## src/rtl/fbrc_sampler.sv

```systemverilog
`default_nettype none
// ============================================================================
//  Module   : fbrc_sampler
//  Purpose  : Samples the glitchy, clk-asynchronous output of a ripple
//             counter. The raw count passes through a two-flop synchroniser
//             and a stability filter. Only settled values are accepted.
//             Each accepted value is extended with a wrap-epoch counter and
//             presented on a single valid/ready output register.
//  Ports    :
//    clk        in   1      system clock, rising edge
//    reset      in   1      asynchronous reset, active low
//    cnt_in     in   CNT_W  raw ripple-counter value (asynchronous to clk)
//    clr        in   1      synchronous clear, active high
//    out_ready  in   1      consumer ready
//    out_valid  out  1      out_count holds an unconsumed value
//    out_count  out  EXT_W  {epoch, accepted count}
//    wrap       out  1      one-cycle pulse on an acceptance that wrapped
//    ovf        out  1      sticky: epoch rolled over past all-ones
//    lost       out  1      sticky: an unconsumed value was overwritten
//  Revision : 1.0 - initial release
// ============================================================================
module fbrc_sampler #(
  parameter int CNT_W    = 4,
  parameter int EXT_W    = 8,
  parameter int STABLE_N = 2
) (
  input  logic             clk,
  input  logic             reset,
  input  logic [CNT_W-1:0] cnt_in,
  input  logic             clr,
  input  logic             out_ready,
  output logic             out_valid,
  output logic [EXT_W-1:0] out_count,
  output logic             wrap,
  output logic             ovf,
  output logic             lost
);

  localparam int c_ep_w = EXT_W - CNT_W;
  localparam int c_st_w = $clog2(STABLE_N + 1);

  localparam logic [c_st_w-1:0] c_stab_max  = c_st_w'(STABLE_N);
  localparam logic [c_st_w-1:0] c_stab_last = c_st_w'(STABLE_N - 1);

  localparam logic [0:0] c_st_init  = 1'b0;
  localparam logic [0:0] c_st_track = 1'b1;

  // --------------------------------------------------------------------------
  // Synchroniser and sample history
  // --------------------------------------------------------------------------
  logic [CNT_W-1:0] sync1_q;
  logic [CNT_W-1:0] sync2_q;
  logic [CNT_W-1:0] prev_q;
  // fill_q marks which stages of sync1 -> sync2 -> prev hold real samples.
  // The zeros left in the chain by reset are not samples of the counter, so
  // they must never be able to look like a settled value of 0.
  logic [2:0]       fill_q;

  always_ff @(posedge clk or negedge reset) begin
    if (!reset) begin
      sync1_q <= '0;
      sync2_q <= '0;
      prev_q  <= '0;
      fill_q  <= '0;
    end else begin
      sync1_q <= cnt_in;
      sync2_q <= sync1_q;
      prev_q  <= sync2_q;
      fill_q  <= {fill_q[1:0], 1'b1};
    end
  end

  // --------------------------------------------------------------------------
  // Stability filter
  // --------------------------------------------------------------------------
  logic [c_st_w-1:0] stab_q;
  logic [c_st_w-1:0] stab_d;
  logic              w_same;
  logic              w_settled;

  assign w_same    = fill_q[2] && (sync2_q == prev_q);
  // Fires once per run of equal samples; stab then saturates past the
  // trigger point so a long steady value is not reported again.
  assign w_settled = w_same && (stab_q == c_stab_last);

  always_comb begin
    stab_d = stab_q;
    if (clr || !w_same) begin
      stab_d = '0;
    end else if (stab_q != c_stab_max) begin
      stab_d = stab_q + c_st_w'(1);
    end
  end

  always_ff @(posedge clk or negedge reset) begin
    if (!reset) begin
      stab_q <= '0;
    end else begin
      stab_q <= stab_d;
    end
  end

  // --------------------------------------------------------------------------
  // Control FSM: INIT waits for a baseline, TRACK follows the counter
  // --------------------------------------------------------------------------
  logic [0:0] state_q;
  logic [0:0] state_d;

  always_ff @(posedge clk or negedge reset) begin
    if (!reset) begin
      state_q <= c_st_init;
    end else begin
      state_q <= state_d;
    end
  end

  always_comb begin
    state_d = state_q;
    if (clr) begin
      state_d = c_st_init;
    end else if (w_settled && (state_q == c_st_init)) begin
      state_d = c_st_track;
    end
  end

  // --------------------------------------------------------------------------
  // Acceptance, epoch extension and output register
  // --------------------------------------------------------------------------
  logic [CNT_W-1:0]  acc_q;
  logic [CNT_W-1:0]  acc_d;
  logic [c_ep_w-1:0] epoch_q;
  logic [c_ep_w-1:0] epoch_d;
  logic [c_ep_w-1:0] w_epoch_inc;
  logic              out_valid_q;
  logic              out_valid_d;
  logic [EXT_W-1:0]  out_count_q;
  logic [EXT_W-1:0]  out_count_d;
  logic              wrap_q;
  logic              wrap_d;
  logic              ovf_q;
  logic              ovf_d;
  logic              lost_q;
  logic              lost_d;
  logic              w_new;
  logic              w_wrap;

  // In INIT any settled value is the baseline; in TRACK only a change is news.
  assign w_new  = w_settled && ((state_q == c_st_init) || (sync2_q != acc_q));
  // A decrease means the counter passed through zero at least once. Skipped
  // intermediate values still count as a single wrap.
  assign w_wrap = w_settled && (state_q == c_st_track) && (sync2_q < acc_q);

  assign w_epoch_inc = epoch_q + c_ep_w'(1);

  always_comb begin
    acc_d       = acc_q;
    epoch_d     = epoch_q;
    out_valid_d = out_valid_q;
    out_count_d = out_count_q;
    wrap_d      = 1'b0;
    ovf_d       = ovf_q;
    lost_d      = lost_q;
    if (clr) begin
      acc_d       = '0;
      epoch_d     = '0;
      out_valid_d = 1'b0;
      out_count_d = '0;
      ovf_d       = 1'b0;
      lost_d      = 1'b0;
    end else if (w_new) begin
      acc_d       = sync2_q;
      epoch_d     = w_wrap ? w_epoch_inc : epoch_q;
      wrap_d      = w_wrap;
      ovf_d       = ovf_q | (w_wrap & (&epoch_q));
      // Overwriting a value the consumer has not taken loses it; a transfer
      // in the same cycle frees the register, so nothing is lost then.
      lost_d      = lost_q | (out_valid_q & ~out_ready);
      out_count_d = {(w_wrap ? w_epoch_inc : epoch_q), sync2_q};
      out_valid_d = 1'b1;
    end else if (out_valid_q && out_ready) begin
      out_valid_d = 1'b0;
    end
  end

  always_ff @(posedge clk or negedge reset) begin
    if (!reset) begin
      acc_q       <= '0;
      epoch_q     <= '0;
      out_valid_q <= 1'b0;
      out_count_q <= '0;
      wrap_q      <= 1'b0;
      ovf_q       <= 1'b0;
      lost_q      <= 1'b0;
    end else begin
      acc_q       <= acc_d;
      epoch_q     <= epoch_d;
      out_valid_q <= out_valid_d;
      out_count_q <= out_count_d;
      wrap_q      <= wrap_d;
      ovf_q       <= ovf_d;
      lost_q      <= lost_d;
    end
  end

  assign out_valid = out_valid_q;
  assign out_count = out_count_q;
  assign wrap      = wrap_q;
  assign ovf       = ovf_q;
  assign lost      = lost_q;

endmodule
`default_nettype wire

```

## config.mk

```make
export PLATFORM = sky130hd
export DESIGN_NAME = fbrc_sampler
export DESIGN_NICKNAME = d
export VERILOG_FILES = /design/src/rtl/fbrc_sampler.sv
export SDC_FILE = /design/constraint.sdc
export NUM_CORES = 1
export LEC_CHECK = 0
export BUFFER_PORTS_ARGS = -buffer_cell sky130_fd_sc_hd__buf_2
export CAP_MARGIN = 20
export CORE_MARGIN = 2
export CORE_UTILIZATION = 40
export DETAILED_ROUTE_END_ITERATION = 10
export GPL_TIMING_DRIVEN = 0
export PLACE_DENSITY = 0.61
export SYNTH_ARGS = -nofsm -noshare
export SYNTH_HDL_FRONTEND = slang
export SYNTH_SLANG_ARGS = --single-unit
```

## constraint.sdc

```tcl
create_clock -name clk -period 3 [get_ports clk]
set_input_delay 0.6 -clock clk [delete_from_list [all_inputs] [get_ports clk]]
set_output_delay 0.6 -clock clk [all_outputs]
set_load 0.005 [all_outputs]
```

==> out/results.ini <==
[detailed_routing]
wl_met3_um = 103
drt_iter0_markers = 30
drc = 0
vias = 864
routed_wl_um = 2030
wire_per_inst_um = 11.2
firstDrtPassIters = 4
dr_wl_met2_um = 987
wl_met1_um = 883
highest_layer = met4
postRouteAntennaNets = 0
avgViaCountPerCell = 4.77

[power_and_ir_drop]
power_switching_mw = 0.155
clkPwrFrac_pct = 31.8
p_leak_nw = 0.735
total_power_mw = 0.666
seqPwrFrac_pct = 63.2
combPwrFrac_pct = 5.0
max-vdd-ir-drop_uv = 295
switching_share_pct = 23.3
powerDensity_nw_per_um2 = 448
intPower_mw = 0.510

[yosys]
yosysSeqAreaShare_pct = 58.3
syn_area_sq_um = 1290
yosysWarnings = 0
async_flop_share_pct = 100
synth.avg_cell_area_sq_um = 11.6
synth_top_area_share_pct = 58.3
synth_area_leader_cell = dfrtp_1
yosys_most_used_dff = dfrtp_1
synth_edf_count = 0
synthTopCellsByArea = dfrtp_1, ha_1, a21oi_1, nand2_1, nor2_1
synth.distinct_cells = 32
synth_seq_cells = 30
syn-num-nets = 126
syn_inst = 111

[global_route]
grt_pass1_vias = 777
grt_pass1_wl_um = 3510
overflow = 0
grt_max_degree = 31
gr-usage-all-layers_pct = 13.9
antenna_found_initial = 0

[die]
chipHeight_um = 60.7
die_x_um = 60.7
io_pins = 20
core_area_sq_um = 3050
dieArea_sq_um = 3690
rows = 20
start_util_pct = 42.2

[critical_path]
critPathSlowestCell = dfrtp_1
worst_r2r_startpoint = sync2_q[3]
critPathLaunchType = flop
cp.arrival_ns = 2.30
cp-end-kind = flop
crit_path_max_fanout = 8
critPathTopFamily = simple AND/OR/NAND/NOR gates
crit_required_ns = 3.21
path_class = flop to flop
startpoint = sync2_q[3]
slowest_delay_ns = 0.43
cp_cell_sequence = ha_1, and3_4, a211oi_4, nand2_4, nor4_4, mux2_1
path_buf_inv = 0

[timing]
clock-skew-final_ns = 0.00611
maxSlewHeadroom_pct = 57.6
fin_crit_ns = 2.09
fin_hold_ws_ns = 0.292
timing.fmax_mhz = 479
drv_slew = 0
fin_setup_tns_ns = 0
fin_ws_ns = 0.912
post-route-period-util_pct = 69.6
setup_viol = 0
hold_violations = 0
rsz0062_at_grt = false
worst_slew_pin_slew_ns = 0.637

[clock_tree]
clock-sinks = 30
path_clk_slew_ns = 0.09
postCtsSetupBuffers = 0
root_buffer = clkbuf_4
cts_htree_levels = 2
cts_resized = 0
postCtsHoldBufs = 0
cts_tree = done
clk_path_buf_depth = 2
numCtsBuffers = 5
clock_latency_ns = 0.32

[place]
place_congestion = 0.805
dp_hpwl_um = 1500
port_buffers = 19
place_ws_ns = 0.901

[final_layout]
fillCellCount = 309
final_util_pct = 48.6
area_growth_pct = 15.4
fin_nets = 152
drive_gt1_share_pct = 24.8
mostFrequentLayoutCells = dfrtp_1, buf_2, nand2_1, nor2_1, inv_1
final_common_cell = dfrtp_1
antenna_cells = 0

[min_path]
hold_path.class = input port to asynchronous set/reset pin

[flow_run]
max-cap-violations = 0

[run_status]
status = complete, no violations

==> sequential cells by signal, summed over array words and instances, names as in the netlist <==
| name | flops |
|---|---|
| lost | 1 |
| out_count | 1 |
| wrap | 1 |
| prev_q | 4 |
| ovf | 1 |
| sync2_q | 4 |
| out_valid | 1 |
| state_q | 1 |
| fill_q | 3 |
| stab_q | 2 |
| acc_q | 3 |
| sync1_q | 4 |
| epoch_q | 4 |
==> metal layers <==
metal,vias to the layer above,track usage [%]
met5,-,0
met4,0,6.52
met3,7,6.61
met2,16,20.4
met1,420,17.4
li1,421,-
==> worst paths after layout <==
| path | endpoint | slack [ns] | cells after the start |
|---|---|---|---|
| worst min-delay path | fill_q[0] | 0.29 | 1 |
| max in group asynchronous | stab_q[1] | 2.30 | 1 |
| worst min register to register | sync2_q[3] | 0.35 | 0 |
| worst max register to register | epoch_q[3] | 0.91 | 6 |
| worst max-delay path | epoch_q[3] | 0.91 | 6 |
| min in group clk | sync2_q[3] | 0.35 | 0 |
==> kinds of logic after synthesis <==
group / count (synthesis) / synth area share (%)
adders and majority gates: 7 / 6.80
other: 1 / 0.291
DFF: 30 / 58.3
and+or+nand+nor: 40 / 17.3
xor gates and xnor gates: 5 / 3.99
AOI/OAI and AO/OA: 15 / 7.87
buffers and inverters: 11 / 3.79
muxes: 2 / 1.65
==> power groups by stage <==
stage	Clock, mW	Combinational [mW]	Sequential [mW]
floorplan	0	0.0178	0.428
global placement	0	0.0342	0.429
detailed placement	0	0.0347	0.429
CTS	0.225	0.0347	0.421
global route	0.242	0.0391	0.423
finish	0.212	0.0333	0.421
==> layout make-up <==
class                      instances  area, sq um  share of cell area (%)
buffer                             2         15.0                    1.01
tap                               44         55.1                    3.71
inverter                           9         33.8                    2.27
sequential                        30          751                    50.5
clock inverter                     2         10.0                   0.674
multi-input combinational         70          488                    32.9
clock buffer                       5         37.5                    2.53
timing repair buffer              19         95.1                    6.40
==> metrics by stage <==
stage	area (sq um)	instances
global placement	1440	174
global route	1490	181
floorplan	1290	111
detailed placement	1440	174
finish	1490	181
CTS	1490	181
==> cell usage after synthesis, types with 2 or more instances <==
cell / count
dfrtp_1: 30
nand2_1: 10
nor2_1: 10
inv_1: 9
a21oi_1: 8
ha_1: 7
nand3_1: 3
nor2b_1: 3
xnor2_1: 3
and2_1: 2
nand4_1: 2
nor3_1: 2
o21ai_0: 2
or3_1: 2
No activity file was read; power rests on OpenSTA's default activity.
